[config.mk]
export PLATFORM = sky130hd
export DESIGN_NAME = lsu_arb_flat
export DESIGN_NICKNAME = d
export VERILOG_FILES = /design/src/rtl/lsu_arb_if.sv /design/src/rtl/lsu_arb.sv /design/src/flat_wrapper.sv
export SDC_FILE = /design/constraint.sdc
export NUM_CORES = 1
export LEC_CHECK = 0
export ABC_CLOCK_PERIOD_IN_PS = 3100
export CAP_MARGIN = 20
export CELL_PAD_IN_SITES_DETAIL_PLACEMENT = 1
export CELL_PAD_IN_SITES_GLOBAL_PLACEMENT = 2
export CORE_UTILIZATION = 20
export DETAILED_ROUTE_END_ITERATION = 12
export MAX_ROUTING_LAYER = met4
export PLACE_DENSITY_LB_ADDON = 0.2
export SLEW_MARGIN = 15
export SYNTH_ARGS = -nofsm -noshare
export SYNTH_HDL_FRONTEND = slang
export SYNTH_SLANG_ARGS = --single-unit
[constraint.sdc]
create_clock -name clk -period 3.1 [get_ports clk]
set_input_delay 0.62 -clock clk [delete_from_list [all_inputs] [get_ports clk]]
set_output_delay 0.62 -clock clk [all_outputs]
set_load 0.01 [all_outputs]
[src/rtl/lsu_arb_if.sv]
// Bus bundle for the LSU arbiter: requester channels, shared response,
// SRAM target port and AXI master port.
// The slave modport is the arbiter's view; the master modport is the
// surrounding system's view (requesters plus both targets).
interface lsu_arb_if #(
  parameter int NCH = 3
);
  logic [NCH-1:0]     req_val;
  logic [NCH-1:0]     req_rdy;
  logic [32*NCH-1:0]  req_adr;
  logic [32*NCH-1:0]  req_wdat;
  logic [4*NCH-1:0]   req_wen;
  logic [NCH-1:0]     req_ren;
  logic [31:0]        rsp_rdat;
  logic               rsp_err;
  logic               sram_val;
  logic               sram_ren;
  logic [3:0]         sram_wen;
  logic [31:0]        sram_rdat;
  logic               axim_val;
  logic               axim_ren;
  logic [3:0]         axim_wen;
  logic               axim_rdy;
  logic [31:0]        axim_rdat;
  logic [31:0]        adr;
  logic [31:0]        wdat;

  modport slave (
    input  req_val, req_adr, req_wdat, req_wen, req_ren,
    input  sram_rdat, axim_rdy, axim_rdat,
    output req_rdy, rsp_rdat, rsp_err,
    output sram_val, sram_ren, sram_wen,
    output axim_val, axim_ren, axim_wen,
    output adr, wdat
  );

  modport master (
    output req_val, req_adr, req_wdat, req_wen, req_ren,
    output sram_rdat, axim_rdy, axim_rdat,
    input  req_rdy, rsp_rdat, rsp_err,
    input  sram_val, sram_ren, sram_wen,
    input  axim_val, axim_ren, axim_wen,
    input  adr, wdat
  );
endinterface

[src/rtl/lsu_arb.sv]
// LSU arbiter: picks one of NCH requesters (fixed priority or round-robin),
// routes it to SRAM (fixed one-cycle read latency) or to an AXI master port
// (variable latency with optional timeout), and returns a one-cycle
// completion pulse to the granted channel.
module lsu_arb #(
  parameter int          NCH     = 3,
  parameter int          RR      = 0,
  parameter logic [15:0] SRAM_HI = 16'h8000,
  parameter int          TMO     = 255
) (
  input logic      clk,
  input logic      rst_n,
  lsu_arb_if.slave bus
);

  localparam int          GW       = $clog2(NCH);
  localparam logic [GW-1:0] LAST_CH = GW'(NCH - 1);
  localparam bit          TMO_EN   = (TMO != 0);
  localparam logic [15:0] TMO_LAST = (TMO == 0) ? 16'hFFFF : 16'(TMO - 1);

  typedef enum logic [1:0] {
    IDLE     = 2'd0,
    SRAM_RSP = 2'd1,
    AXI_WAIT = 2'd2
  } state_t;

  state_t          state_q, state_d;
  logic [GW-1:0]   grant_q, grant_d;
  logic [GW-1:0]   ptr_q, ptr_d;
  logic [31:0]     cmdAdr_q, cmdAdr_d;
  logic [31:0]     cmdWdat_q, cmdWdat_d;
  logic [3:0]      cmdWen_q, cmdWen_d;
  logic            cmdRen_q, cmdRen_d;
  logic [15:0]     tmoCnt_q, tmoCnt_d;

  logic [31:0]     chAdr  [NCH];
  logic [31:0]     chWdat [NCH];
  logic [3:0]      chWen  [NCH];
  logic            chRen  [NCH];

  logic            anyReq;
  logic [GW-1:0]   pick;
  logic            pickSram;
  logic            timeout;

  logic [NCH-1:0]  reqRdy;
  logic [31:0]     rspRdat;
  logic            rspErr;
  logic            sramVal, sramRen;
  logic [3:0]      sramWen;
  logic            axiVal, axiRen;
  logic [3:0]      axiWen;
  logic [31:0]     adrOut, wdatOut;

  // Flattened channel buses viewed as per-channel arrays
  for (genvar i = 0; i < NCH; i++) begin : g_unpack
    assign chAdr[i]  = bus.req_adr[32*i +: 32];
    assign chWdat[i] = bus.req_wdat[32*i +: 32];
    assign chWen[i]  = bus.req_wen[4*i +: 4];
    assign chRen[i]  = bus.req_ren[i];
  end

  // Arbitration: lowest index wins, or first requester above the last winner
  always_comb begin
    int  idx;
    logic found;
    idx    = 0;
    found  = 1'b0;
    pick   = '0;
    anyReq = |bus.req_val;
    if (RR == 0) begin
      for (int i = NCH - 1; i >= 0; i--) begin
        if (bus.req_val[i]) begin
          pick = GW'(i);
        end
      end
    end else begin
      for (int k = 1; k <= NCH; k++) begin
        idx = (int'(ptr_q) + k) % NCH;
        if (!found && bus.req_val[idx]) begin
          pick  = GW'(idx);
          found = 1'b1;
        end
      end
    end
  end

  assign pickSram = (chAdr[pick][31:16] == SRAM_HI);
  assign timeout  = TMO_EN && (tmoCnt_q == TMO_LAST);

  // Next-state and target/response drive; the grant cycle steers the chosen
  // channel straight through, AXI_WAIT replays the captured command
  always_comb begin
    state_d   = state_q;
    grant_d   = grant_q;
    ptr_d     = ptr_q;
    cmdAdr_d  = cmdAdr_q;
    cmdWdat_d = cmdWdat_q;
    cmdWen_d  = cmdWen_q;
    cmdRen_d  = cmdRen_q;
    tmoCnt_d  = tmoCnt_q;
    reqRdy    = '0;
    rspRdat   = '0;
    rspErr    = 1'b0;
    sramVal   = 1'b0;
    sramRen   = 1'b0;
    sramWen   = '0;
    axiVal    = 1'b0;
    axiRen    = 1'b0;
    axiWen    = '0;
    adrOut    = '0;
    wdatOut   = '0;
    unique case (state_q)
      IDLE: begin
        if (anyReq) begin
          grant_d   = pick;
          cmdAdr_d  = chAdr[pick];
          cmdWdat_d = chWdat[pick];
          cmdWen_d  = chWen[pick];
          cmdRen_d  = chRen[pick];
          if (RR != 0) begin
            ptr_d = pick;
          end
          adrOut  = chAdr[pick];
          wdatOut = chWdat[pick];
          if (pickSram) begin
            sramVal = 1'b1;
            sramWen = chWen[pick];
            sramRen = chRen[pick];
            state_d = SRAM_RSP;
          end else begin
            axiVal   = 1'b1;
            axiWen   = chWen[pick];
            axiRen   = chRen[pick];
            tmoCnt_d = '0;
            state_d  = AXI_WAIT;
          end
        end
      end
      SRAM_RSP: begin
        reqRdy[grant_q] = 1'b1;
        rspRdat         = bus.sram_rdat;
        state_d         = IDLE;
      end
      AXI_WAIT: begin
        axiVal  = 1'b1;
        axiWen  = cmdWen_q;
        axiRen  = cmdRen_q;
        adrOut  = cmdAdr_q;
        wdatOut = cmdWdat_q;
        if (bus.axim_rdy) begin
          reqRdy[grant_q] = 1'b1;
          rspRdat         = bus.axim_rdat;
          state_d         = IDLE;
        end else if (timeout) begin
          reqRdy[grant_q] = 1'b1;
          rspErr          = 1'b1;
          state_d         = IDLE;
        end else begin
          tmoCnt_d = tmoCnt_q + 16'd1;
        end
      end
      default: begin
        state_d = IDLE;
      end
    endcase
  end

  // State and captured command; reset parks the pointer so channel 0 wins first
  always_ff @(posedge clk or negedge rst_n) begin
    if (!rst_n) begin
      state_q   <= IDLE;
      grant_q   <= '0;
      ptr_q     <= LAST_CH;
      cmdAdr_q  <= '0;
      cmdWdat_q <= '0;
      cmdWen_q  <= '0;
      cmdRen_q  <= 1'b0;
      tmoCnt_q  <= '0;
    end else begin
      state_q   <= state_d;
      grant_q   <= grant_d;
      ptr_q     <= ptr_d;
      cmdAdr_q  <= cmdAdr_d;
      cmdWdat_q <= cmdWdat_d;
      cmdWen_q  <= cmdWen_d;
      cmdRen_q  <= cmdRen_d;
      tmoCnt_q  <= tmoCnt_d;
    end
  end

  // Outputs are combinational, so reset gates them directly to take effect at once
  assign bus.req_rdy  = rst_n ? reqRdy  : '0;
  assign bus.rsp_rdat = rst_n ? rspRdat : '0;
  assign bus.rsp_err  = rst_n ? rspErr  : 1'b0;
  assign bus.sram_val = rst_n ? sramVal : 1'b0;
  assign bus.sram_ren = rst_n ? sramRen : 1'b0;
  assign bus.sram_wen = rst_n ? sramWen : '0;
  assign bus.axim_val = rst_n ? axiVal  : 1'b0;
  assign bus.axim_ren = rst_n ? axiRen  : 1'b0;
  assign bus.axim_wen = rst_n ? axiWen  : '0;
  assign bus.adr      = rst_n ? adrOut  : '0;
  assign bus.wdat     = rst_n ? wdatOut : '0;

endmodule

[src/flat_wrapper.sv]
// flat-port wrapper written by rule: the top's interface ports become plain ports
module lsu_arb_flat 
#(
  parameter int          NCH     = 3,
  parameter int          RR      = 0,
  parameter logic [15:0] SRAM_HI = 16'h8000,
  parameter int          TMO     = 255
)
  (clk, rst_n, bus_req_val, bus_req_adr, bus_req_wdat, bus_req_wen, bus_req_ren, bus_sram_rdat, bus_axim_rdy, bus_axim_rdat, bus_req_rdy, bus_rsp_rdat, bus_rsp_err, bus_sram_val, bus_sram_ren, bus_sram_wen, bus_axim_val, bus_axim_ren, bus_axim_wen, bus_adr, bus_wdat);
  lsu_arb_if #(.NCH(NCH)) bus_i ();
  input logic clk;
  input logic rst_n;
  input wire logic [$bits(bus_i.req_val)-1:0] bus_req_val;
  input wire logic [$bits(bus_i.req_adr)-1:0] bus_req_adr;
  input wire logic [$bits(bus_i.req_wdat)-1:0] bus_req_wdat;
  input wire logic [$bits(bus_i.req_wen)-1:0] bus_req_wen;
  input wire logic [$bits(bus_i.req_ren)-1:0] bus_req_ren;
  input wire logic [$bits(bus_i.sram_rdat)-1:0] bus_sram_rdat;
  input wire logic [$bits(bus_i.axim_rdy)-1:0] bus_axim_rdy;
  input wire logic [$bits(bus_i.axim_rdat)-1:0] bus_axim_rdat;
  output wire logic [$bits(bus_i.req_rdy)-1:0] bus_req_rdy;
  output wire logic [$bits(bus_i.rsp_rdat)-1:0] bus_rsp_rdat;
  output wire logic [$bits(bus_i.rsp_err)-1:0] bus_rsp_err;
  output wire logic [$bits(bus_i.sram_val)-1:0] bus_sram_val;
  output wire logic [$bits(bus_i.sram_ren)-1:0] bus_sram_ren;
  output wire logic [$bits(bus_i.sram_wen)-1:0] bus_sram_wen;
  output wire logic [$bits(bus_i.axim_val)-1:0] bus_axim_val;
  output wire logic [$bits(bus_i.axim_ren)-1:0] bus_axim_ren;
  output wire logic [$bits(bus_i.axim_wen)-1:0] bus_axim_wen;
  output wire logic [$bits(bus_i.adr)-1:0] bus_adr;
  output wire logic [$bits(bus_i.wdat)-1:0] bus_wdat;
  assign bus_i.req_val = bus_req_val;
  assign bus_i.req_adr = bus_req_adr;
  assign bus_i.req_wdat = bus_req_wdat;
  assign bus_i.req_wen = bus_req_wen;
  assign bus_i.req_ren = bus_req_ren;
  assign bus_i.sram_rdat = bus_sram_rdat;
  assign bus_i.axim_rdy = bus_axim_rdy;
  assign bus_i.axim_rdat = bus_axim_rdat;
  assign bus_req_rdy = bus_i.req_rdy;
  assign bus_rsp_rdat = bus_i.rsp_rdat;
  assign bus_rsp_err = bus_i.rsp_err;
  assign bus_sram_val = bus_i.sram_val;
  assign bus_sram_ren = bus_i.sram_ren;
  assign bus_sram_wen = bus_i.sram_wen;
  assign bus_axim_val = bus_i.axim_val;
  assign bus_axim_ren = bus_i.axim_ren;
  assign bus_axim_wen = bus_i.axim_wen;
  assign bus_adr = bus_i.adr;
  assign bus_wdat = bus_i.wdat;
  lsu_arb #(.NCH(NCH), .RR(RR), .SRAM_HI(SRAM_HI), .TMO(TMO)) u_core (.clk(clk), .rst_n(rst_n), .bus(bus_i));
endmodule
==> results.sh <==
export IMPL_status="complete, no violations"
export IMPL_wl_met3_mm=1.74
export IMPL_post_drt_wl_per_cell_um=18.4
export IMPL_antenna_left=0
export IMPL_netlist_area_um2=6450
export IMPL_skew_ns=0.00917
export IMPL_tritoncts="done"
export IMPL_portBuffers=388
export IMPL_syn_inst=827
export IMPL_post_synth_num_cell_types=48
export IMPL_yosys_top_cells_area="dfrtp_1 (35%), nor2_1 (11%), mux2i_1 (8.4%)"
export IMPL_antenna_found_initial=1
export IMPL_cpMostUsedCell="buf_2"
export IMPL_post_place_cells=1682
export IMPL_crit_type="in2out"
export IMPL_critical_path_top_delay_family="simple AND/OR/NAND/NOR gates"
export IMPL_gp_congestion=0.785
export IMPL_die_area_um2=33000
export IMPL_power_mw=7.73
export IMPL_fin_nets=1600
export IMPL_crit_reg2reg_launch="u_core.state_q[0]$_DFFE_PN0P_"
export IMPL_cts_buffers=9
export IMPL_wl_met2_mm=15.9
export IMPL_critical_path_n_buffers_inverters=4
export IMPL_relSlewSlack_pct=55.8
export IMPL_ys_warn_count=0
export IMPL_ctsLongestPathBuffers=2
export IMPL_io_pins=389
export IMPL_wirelength_mm=31.8
export IMPL_grt_pass1_vias=8714
export IMPL_max_stage_delay_ns=0.32
export IMPL_worstSetupEndpointType="output port"
export IMPL_cp_endpoint="bus_axim_wen[2]"
export IMPL_post_route_drc_count=0
export IMPL_place_hpwl_mm=23.9
export IMPL_grt_overflow=0
export IMPL_wl_met1_mm=13.5
export IMPL_vias=8042
export IMPL_rr_endpoint="u_core.tmoCnt_q[10]$_DFFE_PN0P_"
export IMPL_required_ns=2.48
export IMPL_rsz0062_at_grt="true"
export IMPL_yosysTopAreaCell="dfrtp_1"
export IMPL_grt_max_degree=52
export IMPL_grt_usage_pct=19.8
export IMPL_fin_cells=1726
export IMPL_layout_commonest_cell="clkdlybuf4s50_1"
export IMPL_routed_via_density=4.66
export IMPL_hold_violations=0
export IMPL_critPathLaunch="bus_req_val[1]"
export IMPL_area_growth_pct=99.1
export IMPL_vdd_drop_max_uv=288
export IMPL_min_path_type="in2async"
export IMPL_die_x_um=182
export IMPL_drt_iter0_drc=240
export IMPL_final_max_slew_viol_count=0
export IMPL_mostFrequentLayoutCells="clkdlybuf4s50_1 (277), nor2_1 (189), buf_4 (134)"
export IMPL_path_cells="buf_2 > or2_4 > buf_8 > a21oi_2 > a211oi_2 > nor4_1 > and2_4 > nand2_4 > buf_6 > a22oi_1 > nor2_1 > buf_2"
export IMPL_path_max_fanout=8
export IMPL_dominantRegCellSynth="dfrtp_1"
export IMPL_initial_utilization_pct=20.4
export IMPL_grt_first_pass_wirelength_mm=49.7
export IMPL_ff2ff_setup_slack_ns=0.47
export IMPL_finalSetupViolations=0
export IMPL_core_area_um2=31600
export IMPL_pwr_density_cell_nw_per_um2=602
export IMPL_htreeDepth=3
export IMPL_fin_setup_tns_ns=0
export IMPL_avgSynthCellArea_um2=7.80
export IMPL_hold_ws_ns=0.107
export IMPL_synthesis_nets=1109
export IMPL_place_area_um2=11800
export IMPL_rows=65
export IMPL_numClockSinks=89
export IMPL_layout_setup_ws_ns=0.0168
export IMPL_fill_cells=3644
export IMPL_dr_pass1_iters=4
export IMPL_clkTransAtPathRegs_ns=0.07
export IMPL_synth_top_area_share_pct=34.5
export IMPL_max_freq_mhz=324
export IMPL_final_util_pct=40.6
export IMPL_dieHeight_um=182
export IMPL_cts_root_buf="clkbuf_16"
export IMPL_post_route_period_util_pct=99.5
export IMPL_worst_path_stages=12
export IMPL_critPathSlowestCell="nor4_1"
export IMPL_top_layer="met4"
export IMPL_r2r_cells=11
export IMPL_cp_start_kind="input pin"
export IMPL_dp_slack_ns=-0.903
export IMPL_yosysSeqAreaShare_pct=34.5
export IMPL_clock_latency_ns=0.35
export IMPL_min_period_ns=3.08
export IMPL_worstMarginPinSlew_ns=0.664
export IMPL_drive_gt1_share_pct=22.1
export IMPL_synth_seq_cells=89
export IMPL_synth_edf_count=0
export IMPL_max_cap_viol_count=0
export IMPL_cp_arrival_ns=2.46
export IMPL_async_reset_ff_share_pct=100
export IMPL_stdcell_area_um2=12800
export IMPL_p_leak_nw=6.69
==> layout make-up <==
type                            instances  area, µm²  area share [%]
Sequential cell                        89       2230            17.3
Clock buffer                           11        243            1.89
Antenna cell                            1       2.50          0.0195
Tap cell                              402        503            3.92
Clock inverter                          5       63.8           0.497
Multi-Input combinational cell        654       4340            33.8
Timing Repair Buffer                  554       5430            42.3
Inverter                               10       37.5           0.292
==> sequential cells by signal, indices dropped and copies added (netlist names) <==
name and count:
u_core.grant_q 2, u_core.cmdAdr_q 32, u_core.cmdWen_q 4, u_core.state_q 2, u_core.cmdRen_q 1, u_core.tmoCnt_q 16, u_core.cmdWdat_q 32
==> where the power goes <==
group	switching [mW]	internal (mW)	leakage, nW	total [mW]
Sequential	0.298	1.67	1.10	1.97
Clock	0.503	0.654	0.146	1.16
Combinational	2.29	2.31	5.44	4.60
Total	3.09	4.63	6.69	7.73
==> what timing repair did <==
action / in CTS / in global routing
cloned: 5 / 2
resized for setup: 216 / 51
hold buffers: 0 / 0
pin swaps: 26 / 3
setup buffers: 21 / 2
setup endpoints to repair: 81 / 47
==> metal layers <==
layer | vias up | global-route usage [%]
met4 | 0 | 4.68
met5 | - | -
li1 | 3926 | -
met3 | 29 | 4.69
met2 | 204 | 33.6
met1 | 3883 | 23.6
==> cell usage after synthesis (all sizes together) (6+ instances only) <==
cell type  instances
buf               21
nor4               6
mux2i             54
a21oi             84
inv                9
o21ai             18
a21o              59
a211o              7
and2               7
o31ai              7
dfrtp             89
nor2             195
a22oi             37
nand2             60
clkbuf            54
a211oi            62
nand3             16
==> worst min-delay path by stage <==
stage,start,end,slack [ns],cells after the start
after detailed placement,u_core.cmdWdat_q[28]$_DFFE_PN0P_,u_core.cmdWdat_q[28]$_DFFE_PN0P_,0.47,1
after global routing,rst_n,u_core.grant_q[0]$_DFFE_PN0P_,0.09,1
after floorplan,rst_n,u_core.cmdAdr_q[0]$_DFFE_PN0P_,0.32,0
after CTS,rst_n,u_core.grant_q[0]$_DFFE_PN0P_,0.1,1
after global placement,u_core.cmdAdr_q[27]$_DFFE_PN0P_,u_core.cmdAdr_q[27]$_DFFE_PN0P_,0.46,2
final,rst_n,u_core.grant_q[0]$_DFFE_PN0P_,0.11,1
==> cell families (layout without fill, tap and decap cells) <==
group / count (synthesis) / count (layout) / synth area share (%)
muxes: 54 / 54 / 8.38
DFF: 89 / 89 / 34.5
AOI/OAI and AO/OA: 282 / 282 / 29.7
buffers and inverters: 85 / 580 / 5.95
and+or+nand+nor: 312 / 313 / 20.4
adders and majority gates: 5 / 5 / 0.970
other: 0 / 1 / 0
Power figures use the tool's default switching activity.
